File: config.mk
export PLATFORM = sky130hd
export DESIGN_NAME = icache_direct_mapped
export DESIGN_NICKNAME = d
export VERILOG_FILES = /design/src/rtl/cpu_types_pkg.sv /design/src/rtl/icache_frame_array.sv /design/src/rtl/icache_direct_mapped.sv
export SDC_FILE = /design/constraint.sdc
export NUM_CORES = 1
export LEC_CHECK = 0
export CORE_ASPECT_RATIO = 1.25
export CORE_MARGIN = 1.5
export CORE_UTILIZATION = 45
export DETAILED_ROUTE_END_ITERATION = 10
export PLACE_DENSITY = 0.72
export SYNTH_ARGS = -nofsm -noshare
export SYNTH_HDL_FRONTEND = slang
export SYNTH_SLANG_ARGS = --single-unit
File: constraint.sdc
create_clock -name CLK -period 12.55 [get_ports CLK]
set_input_delay 1.255 -clock CLK [delete_from_list [all_inputs] [get_ports CLK]]
set_output_delay 1.255 -clock CLK [all_outputs]
set_load 0.01 [all_outputs]
File: src/rtl/cpu_types_pkg.sv
// cpu_types_pkg: shared CPU types, including the instruction cache frame and FSM state.
package cpu_types_pkg;
    typedef logic [31:0] word_t;
    localparam int ICACHE_SETS = 16;
    localparam int ICACHE_IDX_W = $clog2(ICACHE_SETS);
    localparam int ICACHE_TAG_W = 30 - ICACHE_IDX_W;
    typedef struct packed {
        logic valid;
        logic [ICACHE_TAG_W-1:0] tag;
        word_t data;
    } icache_frame_t;
    typedef enum logic {IDLE, MISS} icache_state_t;
endpackage

File: src/rtl/icache_frame_array.sv
// icache_frame_array: SETS frames with async-cleared valid bits and a single-cycle bulk invalidate.
module icache_frame_array
    import cpu_types_pkg::*;
#(
    parameter int SETS = ICACHE_SETS,
    parameter int IDX_W = $clog2(SETS)
) (
    input  logic             CLK,
    input  logic             RST,
    input  logic             flush_all,
    input  logic             wen,
    input  logic [IDX_W-1:0] widx,
    input  icache_frame_t    wframe,
    input  logic [IDX_W-1:0] ridx,
    output icache_frame_t    rframe
);
    logic [SETS-1:0] valid;
    logic [ICACHE_TAG_W-1:0] tags [SETS];
    word_t datas [SETS];

    // Only the valid bits need reset; tag/data are ignored until a fill sets valid.
    always_ff @(posedge CLK or posedge RST) begin
        if (RST)
            valid <= '0;
        else if (flush_all)
            valid <= '0;
        else if (wen)
            valid[widx] <= wframe.valid;
    end

    always_ff @(posedge CLK) begin
        if (wen && !flush_all) begin
            tags[widx] <= wframe.tag;
            datas[widx] <= wframe.data;
        end
    end

    always_comb begin
        rframe = '{valid: valid[ridx], tag: tags[ridx], data: datas[ridx]};
    end
endmodule

File: src/rtl/icache_direct_mapped.sv
// icache_direct_mapped: direct-mapped one-word-per-frame I-cache with 0-cycle hits and a fill FSM.
// Optional ICACHE_STATS_EN adds saturating hit_cnt/miss_cnt ports.
module icache_direct_mapped
    import cpu_types_pkg::*;
#(
    parameter int          SETS    = ICACHE_SETS,
    parameter logic [31:0] PC_INIT = '0
) (
    input  logic        CLK,
    input  logic        RST,
    input  logic        imemREN,
    input  logic [31:0] imemaddr,
    input  logic        flush,
    output logic        ihit,
    output logic [31:0] imemload,
    output logic        iREN,
    output logic [31:0] iaddr,
    input  logic        iwait,
    input  logic [31:0] iload
`ifdef ICACHE_STATS_EN
    ,
    output logic [31:0] hit_cnt,
    output logic [31:0] miss_cnt
`endif
);
    localparam int IDX_W = $clog2(SETS);
    localparam int TAG_W = 30 - IDX_W;

    // Frame tags are sized for the package default; fewer sets would need wider tags.
    if (TAG_W > ICACHE_TAG_W) begin : g_bad_sets
        $error("icache_direct_mapped: SETS too small for icache_frame_t tag width");
    end

    icache_state_t state;
    logic [31:0] miss_addr;
    logic flush_pend;
    logic [IDX_W-1:0] ridx, widx;
    logic [TAG_W-1:0] rtag;
    icache_frame_t rframe, wframe;
    logic hit, miss_launch, fill_done, wen, flush_all;
    logic unused_bits;

    assign ridx = imemaddr[IDX_W+1:2];
    assign rtag = imemaddr[31:IDX_W+2];
    assign widx = miss_addr[IDX_W+1:2];
    assign unused_bits = ^{imemaddr[1:0], miss_addr[1:0]};

    assign hit = state == IDLE && imemREN && !flush && rframe.valid && rframe.tag == ICACHE_TAG_W'(rtag);
    assign ihit = hit;
    assign imemload = hit ? rframe.data : '0;
    assign miss_launch = state == IDLE && imemREN && !flush && !hit;
    assign fill_done = state == MISS && !iwait;
    // A flush seen at any point of the miss (including its last cycle) discards the fill.
    assign wen = fill_done && !flush_pend && !flush;
    assign flush_all = (state == IDLE && flush) || (fill_done && (flush_pend || flush));
    assign wframe = '{valid: 1'b1, tag: ICACHE_TAG_W'(miss_addr[31:IDX_W+2]), data: iload};
    assign iaddr = miss_addr;

    icache_frame_array #(.SETS(SETS)) u_frames (
        .CLK(CLK),
        .RST(RST),
        .flush_all(flush_all),
        .wen(wen),
        .widx(widx),
        .wframe(wframe),
        .ridx(ridx),
        .rframe(rframe)
    );

    always_ff @(posedge CLK or posedge RST) begin
        if (RST) begin
            state <= IDLE;
            miss_addr <= PC_INIT;
            flush_pend <= 1'b0;
            iREN <= 1'b0;
        end else if (state == IDLE) begin
            if (miss_launch) begin
                state <= MISS;
                miss_addr <= {imemaddr[31:2], 2'b00};
                iREN <= 1'b1;
            end
        end else if (!iwait) begin
            state <= IDLE;
            flush_pend <= 1'b0;
            iREN <= 1'b0;
        end else if (flush) begin
            flush_pend <= 1'b1;
        end
    end

`ifdef ICACHE_STATS_EN
    always_ff @(posedge CLK or posedge RST) begin
        if (RST) begin
            hit_cnt <= '0;
            miss_cnt <= '0;
        end else begin
            if (ihit && !(&hit_cnt))
                hit_cnt <= hit_cnt + 32'd1;
            if (miss_launch && !(&miss_cnt))
                miss_cnt <= miss_cnt + 32'd1;
        end
    end
`endif
endmodule

==> results.cfg <==
[run_status]
outcome = complete, no violations

[global_routing]
grt_max_degree = 104
antenna_found_initial = 3
grt_usage_pct = 20.1
overflow = 0
grt_first_pass_wirelength_mm = 127
first_global_vias = 19000

[power_and_ir_drop]
switchingPower_mw = 1.49
cellPowerDensity_nw_per_um2 = 160
p_comb_share_pct = 5.8
swShare_pct = 21.3
p_int_mw = 5.51
vdd_drop_max_uv = 120
power.total_mw = 7.00
p_leak_nw = 14.0
clkPwrFrac_pct = 40.1
p_seq_share_pct = 54.1

[drt]
vias = 18000
avgViaCountPerCell = 5.98
postRouteAntennaNets = 0
wl_per_cell_um = 28.5
drt_iter0_drc = 1670
dr.pass1.iters = 5
drc = 0
drt_wl_total_mm = 86.0

[place]
portBuffers = 130
dpl.hpwl_mm = 45.3
dp_slack_ps = 4910
dpl-instance-area_um2 = 40800
gp_routability_congestion = 0.749
place_inst = 2848

[logic_synthesis]
seq_area_frac_synth_pct = 76.1
synth_top_area_share_pct = 72.9
syn-cell-area_um2 = 38200
synthArstFlopShare_pct = 5.02
synth_area_leaders = edfxtp_1 (73%), mux4_2 (15%), dfrtp_1 (3.2%)
synth-seq-cells = 977
synthCells = 1683
synth_cell_type_count = 60
yosysTopAreaCell = edfxtp_1
synth_edf_count = 928
synth_ff_type = edfxtp_1
yosys_warnings = 0
synth.avg_cell_area_um2 = 22.7

[floorplan]
top_level_ports = 135
start_util_pct = 45.4
num_rows = 119
core_area_um2 = 84100
die_area_um2 = 86700
die_height_um = 329
die_w_um = 264

[min_path]
hold_path_class = flip-flop to flip-flop
holdCritStartpoint = u_frames.valid[8]$_DFFE_PP0P_

[sta]
hold_viol = 0
maxSlewHeadroom_pct = 18.7
finalSetupTns_ps = 0
drv_slew = 0
min_period_ps = 7540
rsz0062_at_grt = false
tightestPinTransition_ps = 1220
setup_ws_ps = 5010
fin_worst_hold_slack_ps = 479
fmax_ghz = 0.133
fin_skew_ps = 25.8
setup_viol = 0
final.period_utilization_pct = 60.1

[clock_network]
cts_made_buffers = 92
cts_tree = done
cts_sinks = 977
hold_buffers = 0
clk_transition_reported_paths_ps = 60
clock_latency_ps = 660
cts_resized = 0
htreeDepth = 3
cts_max_path_buffers = 3
cts_setup_buffers = 0
cts-root-buf = clkbuf_16

[critical_path]
worstReg2RegStart = u_frames.tags[15][14]$_DFFE_PP_
cpMostUsedCell = mux4_2
required_ps = 11300
cp_slowest_cell = buf_12
max_stage_delay_ps = 650
crit_fanout = 103
startpoint = imemaddr[2]
crit_path_cell_trace = buf_8 > buf_12 > mux4_2 > mux4_2 > xnor2_1 > nand2_1 > or3b_1 > nor4b_2 > nand4_4 > buf_4 > nor2b_1 > clkdlybuf4s50_1
crit_type = input port to output pin
startpoint_type = input port
crit_path_end_kind = output pin
cp_data_arrival_time_ps = 6290

[final_layout]
layout-drive-gt1-share_pct = 26.4
final_area_um2 = 43900
final_cells = 3019
final_common_cell = edfxtp_1
post-route-util_pct = 52.2
fillers = 6263
final_cell_mix = edfxtp_1 (928), mux4_2 (257), clkdlybuf4s50_1 (126)
area.growth.synth_to_final_pct = 14.8
finish.net_count = 1922

[run]
maxCapViolations = 0
-- worst paths after layout --
path                                                 endpoint  slack (ps)  cells after the start
worst max-delay path                              imemload[1]        5010                     12
worst min-delay path            u_frames.valid[8]$_DFFE_PP0P_         480                      1
worst max register to register          iaddr[13]$_DFFE_PP0P_        8710                      9
worst min register to register  u_frames.valid[8]$_DFFE_PP0P_         480                      1
max in group asynchronous               iaddr[27]$_DFFE_PP0P_       10860                      3
min in group asynchronous                    iREN$_DFFE_PP0P_        1130                      3
-- critical path, delay by kind of cell --
family        cells  cell delay [ps]
xor+xnor          1              150
simple gates      5             1350
buf+inv           4             2170
mux               2             1080
-- power groups by stage --
stage | Clock [mW] | Combinational (mW) | Sequential, mW
5_1_grt | 2.97 | 0.432 | 3.80
3_5_place_dp | 0 | 0.412 | 3.85
3_3_place_gp | 0 | 0.405 | 3.84
4_1_cts | 2.84 | 0.414 | 3.79
2_1_floorplan | 0 | 0.230 | 3.82
6_report | 2.81 | 0.406 | 3.79
-- synthesized netlist by cell type (9+ instances only) --
cell type	number
edfxtp_1	928
mux4_2	257
mux2i_1	51
dfrtp_1	49
buf_2	41
clkbuf_1	31
nor2b_2	29
mux2_4	28
nor2_1	22
nand3_1	15
nor4_1	15
nand2_1	13
a21o_1	12
a22oi_1	12
nand2b_1	12
xor2_1	12
and4_1	11
nand4_1	10
nor2b_1	10
a211o_1	9
buf_6	9
o21ai_0	9
xnor2_1	9
-- registers in the layout, summed over array words and instances (netlist names) --
name and flops:
u_frames.valid 16, iaddr 30, u_frames.tags 416, state 1, flush_pend 1, iREN 1
u_frames.datas 512
-- routing by layer --
layer / routed length (um) / global-route usage [%] / vias to the layer above
met2: 45300 / 35.1 / 702
met3: 5040 / 3.11 / 147
met4: 2170 / 6.56 / 6
met1: 33500 / 26.0 / 9712
li1: - / - / 7474
met5: 49 / 0 / -
-- area by class of cell --
type                    count  area [um2]  area share, %
diodes                      1        2.50        0.00570
clock buffers             125        2520           5.74
clock inverters            45         536           1.22
inverters                   6        25.0         0.0570
multi-input cells         613        8770           20.0
flip-flops and latches    977       29100           66.3
well taps                1089        1360           3.11
repair buffers            163        1570           3.57
-- kinds of logic (layout without fill, tap and decap cells) --
| family | Yosys count | after routing | share of synthesized area (%) |
|---|---|---|---|
| xor gates and xnor gates | 21 | 21 | 0.481 |
| buffers and inverters | 94 | 339 | 1.28 |
| and+or+nand+nor | 168 | 168 | 2.82 |
| AOI/OAI and AO/OA | 83 | 83 | 1.63 |
| muxes | 339 | 339 | 17.7 |
| other | 1 | 3 | 0.00981 |
| DFF | 977 | 977 | 76.1 |
No activity file was read; power rests on OpenSTA's default activity.
